$ cat src/rtl/axis_packetizer_pkg.sv
// -----------------------------------------------------------------------------
// axis_packetizer_pkg
// Shared definitions for the AXI-Stream packetizer:
//   - FSM state encoding (legacy localparam constants plus an enum view)
//   - lane-index constants for the output packet word
//   - default header value placed in lane 0
//   - helper mapping an input channel to its output lane
// -----------------------------------------------------------------------------
`timescale 1ns/1ps
package axis_packetizer_pkg;

    localparam logic [0:0] ST_ARMED = 1'b0;
    localparam logic [0:0] ST_HOLD  = 1'b1;

    typedef enum logic [0:0] {
        ARMED = ST_ARMED,
        HOLD  = ST_HOLD
    } state_e;

    localparam int HEADER_LANE       = 0;
    localparam int SEQ_LANE          = 1;
    localparam int FIRST_SAMPLE_LANE = 2;

    localparam logic [15:0] DEFAULT_HEADER = 16'h1002;

    // Channels are laid out in reverse order: the highest channel sits in
    // the first sample lane and channel 0 ends up in the topmost lane.
    function automatic int sample_lane(input int channels, input int channel);
        return FIRST_SAMPLE_LANE + (channels - 1 - channel);
    endfunction

endpackage

$ cat src/rtl/axis_holdoff_counter.sv
// -----------------------------------------------------------------------------
// axis_holdoff_counter
// Loadable down-counter used to time the holdoff window after each accept.
// Ports:
//   aclk, areset  : clock, asynchronous active-high reset
//   load          : load load_value (has priority over dec)
//   load_value    : value loaded on load
//   dec           : decrement by one (stops at zero)
//   count         : current counter value
//   zero          : count == 0
//   last          : count == 1 (next decrement reaches zero)
// -----------------------------------------------------------------------------
`timescale 1ns/1ps
module axis_holdoff_counter #(
    parameter int CNTR_WIDTH = 32
) (
    input  logic                  aclk,
    input  logic                  areset,
    input  logic                  load,
    input  logic [CNTR_WIDTH-1:0] load_value,
    input  logic                  dec,
    output logic [CNTR_WIDTH-1:0] count,
    output logic                  zero,
    output logic                  last
);

    assign zero = (count == '0);
    assign last = (count == CNTR_WIDTH'(1));

    // A load always wins so an accept can restart the window; decrements
    // stop at zero so a stray dec never wraps the counter around.
    always_ff @(posedge aclk or posedge areset) begin
        if (areset) begin
            count <= '0;
        end else if (load) begin
            count <= load_value;
        end else if (dec && !zero) begin
            count <= count - CNTR_WIDTH'(1);
        end
    end

endmodule

$ cat src/rtl/axis_packetizer.sv
// -----------------------------------------------------------------------------
// axis_packetizer
// Captures a multi-lane sample from an AXI-Stream input, wraps it into a
// packet {samples..., sequence number, header} and presents it on an
// AXI-Stream output. After each accept a programmable holdoff window either
// backpressures the input (cfg_mode=0) or discards incoming samples
// (cfg_mode=1, counted in sts_drop).
// Ports:
//   aclk, areset                 : clock, asynchronous active-high reset
//   cfg_period                   : holdoff cycles after each accepted sample
//   cfg_mode                     : 0 = backpressure, 1 = decimate during holdoff
//   cfg_mask                     : per-channel enable (0 zeroes the lane)
//   s_axis_tdata/tvalid/tready   : sample input stream
//   m_axis_tdata/tvalid/tready   : packet output stream
//   sts_seq                      : sequence number of the next packet
//   sts_drop                     : saturating count of discarded samples
// -----------------------------------------------------------------------------
`timescale 1ns/1ps
module axis_packetizer
    import axis_packetizer_pkg::*;
#(
    parameter int          CHANNELS     = 5,
    parameter int          SAMPLE_WIDTH = 16,
    parameter int          CNTR_WIDTH   = 32,
    parameter logic [15:0] HEADER       = DEFAULT_HEADER
) (
    input  logic                               aclk,
    input  logic                               areset,
    input  logic [CNTR_WIDTH-1:0]              cfg_period,
    input  logic                               cfg_mode,
    input  logic [CHANNELS-1:0]                cfg_mask,
    input  logic [CHANNELS*SAMPLE_WIDTH-1:0]   s_axis_tdata,
    input  logic                               s_axis_tvalid,
    output logic                               s_axis_tready,
    output logic [(CHANNELS+2)*SAMPLE_WIDTH-1:0] m_axis_tdata,
    output logic                               m_axis_tvalid,
    input  logic                               m_axis_tready,
    output logic [15:0]                        sts_seq,
    output logic [31:0]                        sts_drop
);

    localparam int OUT_W = (CHANNELS + 2) * SAMPLE_WIDTH;

    state_e                state;
    logic                  accept;
    logic                  discard;
    logic                  in_hold;
    logic [CNTR_WIDTH-1:0] hold_count;
    logic                  hold_zero;
    logic                  hold_last;
    logic [OUT_W-1:0]      next_packet;

    assign in_hold = (state == HOLD);
    assign accept  = (state == ARMED) && s_axis_tvalid && s_axis_tready;
    assign discard = in_hold && cfg_mode && s_axis_tvalid && !areset;

    // Input ready: while armed we can take a sample whenever the output
    // register is free or being drained this cycle; during holdoff the mode
    // decides between stalling and swallowing. Reset forces ready low so no
    // sample is ever acknowledged while the block is being cleared.
    always_comb begin
        s_axis_tready = 1'b0;
        if (!areset) begin
            if (state == ARMED) begin
                s_axis_tready = !m_axis_tvalid || m_axis_tready;
            end else begin
                s_axis_tready = cfg_mode;
            end
        end
    end

    // Packet assembly from the live input and the current sequence number;
    // only latched into the output register on an accept, which is what
    // makes cfg_mask effectively sampled at the accept edge.
    always_comb begin
        next_packet = '0;
        next_packet[HEADER_LANE*SAMPLE_WIDTH +: SAMPLE_WIDTH] = SAMPLE_WIDTH'(HEADER);
        next_packet[SEQ_LANE*SAMPLE_WIDTH +: SAMPLE_WIDTH]    = SAMPLE_WIDTH'(sts_seq);
        for (int c = 0; c < CHANNELS; c++) begin
            next_packet[sample_lane(CHANNELS, c)*SAMPLE_WIDTH +: SAMPLE_WIDTH] =
                s_axis_tdata[c*SAMPLE_WIDTH +: SAMPLE_WIDTH] & {SAMPLE_WIDTH{cfg_mask[c]}};
        end
    end

    axis_holdoff_counter #(
        .CNTR_WIDTH (CNTR_WIDTH)
    ) u_holdoff (
        .aclk       (aclk),
        .areset     (areset),
        .load       (accept),
        .load_value (cfg_period),
        .dec        (in_hold),
        .count      (hold_count),
        .zero       (hold_zero),
        .last       (hold_last)
    );

    // State sequencing: an accept with a non-zero period opens the holdoff
    // window, which closes on the edge where the counter steps 1 -> 0. The
    // zero check is a safety exit so the FSM can never get stuck in HOLD.
    always_ff @(posedge aclk or posedge areset) begin
        if (areset) begin
            state <= ARMED;
        end else if (accept) begin
            state <= (cfg_period != '0) ? HOLD : ARMED;
        end else if (in_hold && (hold_last || hold_zero)) begin
            state <= ARMED;
        end
    end

    // Output register: holds the packet stable until the consumer takes it;
    // a simultaneous accept reloads it so back-to-back packets do not bubble.
    always_ff @(posedge aclk or posedge areset) begin
        if (areset) begin
            m_axis_tdata  <= '0;
            m_axis_tvalid <= 1'b0;
        end else if (accept) begin
            m_axis_tdata  <= next_packet;
            m_axis_tvalid <= 1'b1;
        end else if (m_axis_tready) begin
            m_axis_tvalid <= 1'b0;
        end
    end

    // Status counters: the sequence number wraps naturally at 16 bits, the
    // drop counter sticks at all-ones rather than wrapping back to zero.
    always_ff @(posedge aclk or posedge areset) begin
        if (areset) begin
            sts_seq  <= '0;
            sts_drop <= '0;
        end else begin
            if (accept) begin
                sts_seq <= sts_seq + 16'd1;
            end
            if (discard && (sts_drop != '1)) begin
                sts_drop <= sts_drop + 32'd1;
            end
        end
    end

    logic unused_count;
    assign unused_count = ^hold_count;

endmodule

$ cat config.mk
export PLATFORM = sky130hd
export DESIGN_NAME = axis_packetizer
export DESIGN_NICKNAME = d
export VERILOG_FILES = /design/src/rtl/axis_packetizer_pkg.sv /design/src/rtl/axis_holdoff_counter.sv /design/src/rtl/axis_packetizer.sv
export SDC_FILE = /design/constraint.sdc
export NUM_CORES = 1
export LEC_CHECK = 0
export BUFFER_PORTS_ARGS = -buffer_cell sky130_fd_sc_hd__buf_2
export CAP_MARGIN = 40
export CORE_MARGIN = 10
export CORE_UTILIZATION = 26
export DETAILED_ROUTE_END_ITERATION = 10
export GPL_ROUTABILITY_DRIVEN = 0
export PLACE_DENSITY = 0.58
export SETUP_SLACK_MARGIN = 0.02
export SLEW_MARGIN = 30
export SYNTH_ARGS = -nofsm -noshare
export SYNTH_HDL_FRONTEND = slang
export SYNTH_SLANG_ARGS = --single-unit
$ cat constraint.sdc
create_clock -name aclk -period 11.75 [get_ports aclk]
set_input_delay 0 -clock aclk [delete_from_list [all_inputs] [get_ports aclk]]
set_output_delay 0 -clock aclk [all_outputs]
set_load 0.01 [all_outputs]
==> results of run 1 <==
per-layer routing:
layer	GRT usage [%]	up-vias	wire length, um
met1	17.6	3875	11900
li1	-	3839	-
met2	22.9	279	13700
met5	0	-	0
met4	6.39	0	879
met3	5.03	53	2350
worst paths after layout:
check | cells past startpoint | slack (ns) | end | startpoint
hold / removal | 3 | 0.05 | m_axis_tdata[106] | cfg_mask[0]
setup / recovery | 6 | 8.80 | m_axis_tdata[87] | in_hold
min in group asynchronous | 3 | 0.25 | u_holdoff.count[25] | areset
max in group asynchronous | 4 | 10.30 | u_holdoff.count[20] | areset
hold reg to reg | 2 | 0.46 | m_axis_tdata[103] | m_axis_tdata[103]
setup reg to reg | 6 | 8.80 | m_axis_tdata[87] | in_hold
power groups by stage:
stage	registers (mW)	logic, mW	clock network, mW
floorplan	0.701	0.0653	0
global placement	0.700	0.123	0
detailed placement	0.702	0.126	0
CTS	0.691	0.156	0.623
global route	0.698	0.174	0.648
finish	0.691	0.157	0.606
area by class of cell:
cell class / instances / area share, %
clock buffer: 21 / 3.65
inverter: 8 / 0.284
sequential: 179 / 36.3
tap: 402 / 4.07
antenna: 4 / 0.0810
clock inverter: 9 / 1.27
timing repair buffer: 456 / 26.1
multi-input combinational: 652 / 28.2
worst max-delay path: stages (launching register included):
cell,delay (ns)
dfrtp_1,0.49
or3b_4,0.47
nor2_4,0.36
buf_4,0.63
nand3_1,0.16
dlygate4sd3_1,0.61
nand2_1,0.07
registers in the layout (all words and copies together) (netlist names):
name             count
in_hold              1
m_axis_tdata        97
m_axis_tvalid        1
sts_drop            32
sts_seq             16
u_holdoff.count     32
Yosys cell counts, drive strengths merged, types with 4 or more instances:
cell    instances  area (um2)
o211ai          5        37.5
dfrtp         179        4480
inv             8        30.0
ha              4        50.1
o311ai          4        35.0
nor2           42         173
o21ai          23         115
xor2           25         219
nand2         259         972
nor3           23         125
a21oi          12        60.1
nand3         104         521
clkbuf         29         109
and3            4        25.0
buf            46         307
and2            6        37.5
nand4          23         156
or3             4        25.0
nor4           23         184
and4            6        52.6
xnor2          37         324
cell families (layout without fill, tap and decap cells):
group / count (synthesis) / count (layout)
AO/OA/AOI/OAI: 58 / 58
AND/OR/NAND/NOR: 513 / 513
flip-flops: 179 / 179
other: 1 / 18
multiplexers: 1 / 1
adder cells (fa/ha/maj): 4 / 4
buffers and inverters: 83 / 494
XOR/XNOR: 62 / 62
stage by stage:
step	power, mW	util [%]	hold WS, ns	area, um2
2_1_floorplan	0.766	-	0.0475	8410
3_3_place_gp	0.824	31.3	0.162	9900
3_5_place_dp	0.827	31.4	0.158	9930
4_1_cts	1.47	39.0	0.0326	12300
5_1_grt	1.52	39.0	0.0606	12300
6_report	1.45	39.1	0.0535	12400
==> impl_metrics.py, run 1 <==
metrics = {
    "run_status": {
        "status": "finished clean",
    },
    "placed_design": {
        "portBuffers": 269,
        "pre_cts_ws_ns": 9.05,
        "dp_hpwl_um": 19500,
        "dpl.cell_count": 1517,
    },
    "detailed_routing": {
        "first_pass_iters": 4,
        "detail_route.wl_per_cell_um": 16.7,
        "vias": 8046,
        "via_per_inst": 4.65,
        "routed_wl_um": 28900,
        "drtIter0Drc": 404,
        "drc_errors": 0,
        "ant_nets": 0,
    },
    "critical_path": {
        "critPathCaptureType": "flop",
        "path_max_fanout": 65,
        "worst-endpoint-required_ns": 12.13,
        "critical_path_class": "flop to flop",
        "cp-start-kind": "flop",
        "arrival_ns": 3.33,
    },
    "sta": {
        "period_needed_ns": 2.95,
        "clock.fmax_mhz": 339,
        "tightest_slew_ns": 0.855,
        "drv_slew": 0,
        "timing.final.crit_share_pct": 25.1,
        "setup_tns_ns": 0,
        "hold_viol_final": 0,
        "finClkSkew_ns": 0.0113,
        "worst_slack_ns": 8.80,
        "rsz0062_at_grt": "false",
        "slew_headroom_pct": 43.0,
        "setup_viol": 0,
    },
    "clock_tree": {
        "root_buffer": "clkbuf_16",
        "clock_sinks": 179,
        "h-tree-depth": 4,
        "cts_buffers": 17,
        "cts_tree": "built",
        "insertion_delay_ns": 0.44,
        "cts_hold_buf": 179,
        "post_cts_resized": 0,
        "clk_pin_slew_worst_paths_ns": 0.07,
        "cts.path.max_buffers": 2,
        "post-cts-setup-buffer-count": 0,
    },
    "synth": {
        "syn_area_um2": 8360,
        "synth_compound_area_share_pct": 4.55,
        "synthFlopType": "dfrtp_1",
        "ys_warn_count": 0,
        "synth_cell_types": 56,
        "synth-seq-cells": 179,
        "seq_area_frac_synth_pct": 53.6,
        "synth_xor_area_share_pct": 6.50,
        "synth-adder-area-share_pct": 0.599,
        "synth_edf_count": 0,
        "synthCells": 901,
        "synth_mux_area_share_pct": 0.135,
        "synth_top_family_by_area": "simple AND/OR/NAND/NOR gates",
        "syn_avg_cell_area_um2": 9.28,
        "synthSimpleGateAreaFrac_pct": 29.3,
        "async_flop_share_pct": 100,
    },
    "pwr": {
        "pwr-share-clk_pct": 41.7,
        "netSwitchingFraction_pct": 25.2,
        "seqPwrFrac_pct": 47.5,
        "vdd_drop_max_mv": 0.0899,
        "p_int_mw": 1.09,
        "p_switching_mw": 0.367,
        "cellPowerDensity_nw_per_um2": 118,
        "p_leak_nw": 6.07,
        "combPwrFrac_pct": 10.8,
    },
    "layout": {
        "drive_gt1_share_pct": 24.7,
        "nets": 1440,
        "synthToLayoutAreaGrowth_pct": 47.8,
        "layout_common_cells": "buf_2, nand2_1, dlygate4sd3_1, dfrtp_1, nand3_1",
        "multi_input_area_um2": 3490,
        "nFillCells": 3080,
        "final_cells": 1731,
        "seqCellArea_um2": 4480,
        "layout_commonest_cell": "buf_2",
    },
    "floorplanning": {
        "initial_core_util_pct": 26.4,
        "die_y_um": 199,
        "die_area_um2": 39700,
        "ioPinCount": 284,
        "rows": 65,
        "die_w_um": 199,
        "placeableCoreArea_um2": 31600,
    },
    "global_routing": {
        "grt_pass1_vias": 8450,
        "grt_max_degree": 77,
        "grt_overflow": 0,
        "grt_pass1_wl_um": 45900,
        "grt_usage_pct": 14.5,
        "antenna_found_initial": 0,
    },
    "hold_path": {
        "hold_path_class": "primary input to flop",
    },
    "flow_run": {
        "maxCapViolations": 0,
    },
}
Power figures use the tool's default switching activity.
==> run 2: changes to the inputs <==
PLACE_DENSITY = 0.6   (was 0.58)
clock period = 2.6 ns   (was 11.75 ns; I/O delays follow)
==> run 2 against run 1 <==
- hold slack worse by 0.027 ns
- utilization up 0.30 points
- clock skew up 0.0031 ns
- register-to-register slack worse by 8.6 ns
- non-clock buffer count up 10
- critical path type unchanged
- largest cell class unchanged
- largest power group unchanged
==> impl_metrics.py, run 2 (synthesized netlist as in run 1, its figures left out) <==
metrics = {
    "placed_design": {
        "place_area_um2": 10100,
        "dp_hpwl_um": 20500,
        "portBuffers": 269,
        "pre_cts_ws_ns": 0.181,
    },
    "global_routing": {
        "antenna_found_initial": 0,
        "grt_pass1_vias": 8690,
        "grt_pass1_wl_um": 47300,
        "grt_max_degree": 86,
        "grt_usage_pct": 15.0,
        "grt_overflow": 0,
    },
    "pwr": {
        "netSwitchingFraction_pct": 26.9,
        "pwr-share-clk_pct": 40.7,
        "seqPwrFrac_pct": 48.0,
        "combPwrFrac_pct": 11.3,
        "power.total_mw": 6.52,
        "vdd_drop_max_mv": 0.422,
        "p_switching_mw": 1.76,
        "p_leak_nw": 6.14,
        "p_int_mw": 4.77,
        "cellPowerDensity_nw_per_um2": 524,
    },
    "flow_run": {
        "maxCapViolations": 0,
    },
    "sta": {
        "hold_viol_final": 0,
        "finClkSkew_ns": 0.0144,
        "timing.final.crit_share_pct": 93.7,
        "period_needed_ns": 2.44,
        "drv_slew": 0,
        "setup_viol": 0,
        "slew_headroom_pct": 53.9,
        "setup_tns_ns": 0,
        "worst_slack_ns": 0.164,
        "tightest_slew_ns": 0.684,
        "clock.fmax_mhz": 410,
        "rsz0062_at_grt": "false",
    },
    "clock_tree": {
        "clk_pin_slew_worst_paths_ns": 0.07,
        "clock_sinks": 179,
        "cts.path.max_buffers": 2,
        "cts_buffers": 17,
        "cts_tree": "built",
        "root_buffer": "clkbuf_16",
        "insertion_delay_ns": 0.43,
        "h-tree-depth": 4,
    },
    "detailed_routing": {
        "via_per_inst": 4.66,
        "vias": 8112,
        "routed_wl_um": 29800,
        "ant_nets": 0,
        "first_pass_iters": 5,
        "detail_route.wl_per_cell_um": 17.1,
        "drtIter0Drc": 455,
        "drc_errors": 0,
    },
    "run_status": {
        "status": "finished clean",
    },
    "floorplanning": {
        "die_y_um": 199,
        "die_w_um": 199,
        "initial_core_util_pct": 26.4,
        "rows": 65,
        "die_area_um2": 39700,
        "placeableCoreArea_um2": 31600,
        "ioPinCount": 284,
    },
    "layout": {
        "largest_reg_flops": 97,
        "regMostFlops": "m_axis_tdata",
        "reg_top3": "m_axis_tdata (97), sts_drop (32), u_holdoff.count (32)",
        "nets": 1450,
        "layout_commonest_cell": "buf_2",
        "synthToLayoutAreaGrowth_pct": 49.0,
        "drive_gt1_share_pct": 25.6,
        "final_area_um2": 12500,
        "layout_common_cells": "buf_2, nand2_1, dfrtp_1",
        "fin_util_pct": 39.4,
    },
    "critical_path": {
        "arrival_ns": 2.81,
        "worst-endpoint-required_ns": 2.97,
        "critPathCaptureType": "flop",
        "rr_startpoint": "u_holdoff.count[0]",
        "path_max_fanout": 8,
        "slowest_stage": "or4b_4",
        "reg2reg_depth": 8,
        "timing.rr.end": "u_holdoff.count[8]",
        "max_stage_delay_ns": 0.52,
        "startpoint": "u_holdoff.count[0]",
        "critical_path_class": "flop to flop",
        "r2r_slack_ns": 0.16,
        "crit_end": "u_holdoff.count[8]",
        "path_cells": "inv_1 > ha_2 > or4b_4 > nor4_4 > a31oi_4 > nor2_4 > buf_4 > a221o_1",
        "cp-start-kind": "flop",
    },
    "hold_path": {
        "hold_path_class": "primary input to flop",
    },
}
run 2: changes by cell type in the layout (fill, tap and decap cells not counted), sizes merged:
cell	before	now
bufinv	4	2
buf	277	288
dlygate4sd3	179	178
clkbuf	21	19
clkinvlp	3	2
inv	7	13
diode	4	2
run 2: metrics by stage:
stage	std cells	hold slack, ns
floorplan	914	0.0475
global route	1738	0.0292
CTS	1737	0.00580
global placement	1527	0.228
finish	1740	0.0262
detailed placement	1528	0.0316
run 2: how the worst min path moves through the flow:
stage                      from                end  depth (start not counted)
3_5_place_dp             areset        sts_drop[2]                          2
6_report            cfg_mask[0]  m_axis_tdata[110]                          3
3_3_place_gp   s_axis_tdata[67]   m_axis_tdata[35]                          3
5_1_grt             cfg_mask[0]  m_axis_tdata[109]                          3
4_1_cts             cfg_mask[0]  m_axis_tdata[109]                          3
2_1_floorplan            areset      s_axis_tready                          1
run 2: critical path: cells and delay by family, from the launching register on:
kind                     cells  cell delay [ns]
adder cells (fa/ha/maj)      1             0.23
flip-flops                   1             0.41
buffers and inverters        2             0.25
AND/OR/NAND/NOR              3             1.16
AO/OA/AOI/OAI                2             0.32
run 2: layout make-up:
type                       instances  area [um2]
antenna                            2        5.00
clock buffer                      19         443
clock inverter                    12         145
fill                            3023       19200
inverter                           8        33.8
multi-input combinational        652        3490
sequential                       179        4480
tap                              402         503
timing repair buffer             466        3350
run 2: power groups by stage:
stage | clock network (mW) | logic [mW] | registers, mW
finish | 2.65 | 0.737 | 3.13
global route | 2.83 | 0.820 | 3.16
CTS | 2.73 | 0.737 | 3.13
detailed placement | 0 | 0.602 | 3.17
global placement | 0 | 0.585 | 3.17
floorplan | 0 | 0.296 | 3.17
run 2: routing by layer:
metal  track usage [%]  wire, um
met3              4.79      2300
met5                 0         0
met1              17.5     12000
met2              24.4     14400
met4              7.37      1170
run 2: repair_timing:
action                     CTS  global route
gates resized for setup      0             2
setup endpoints to repair    0            25
hold buffers               178             0
buffers inserted             0             1
hold endpoints to repair   227             0
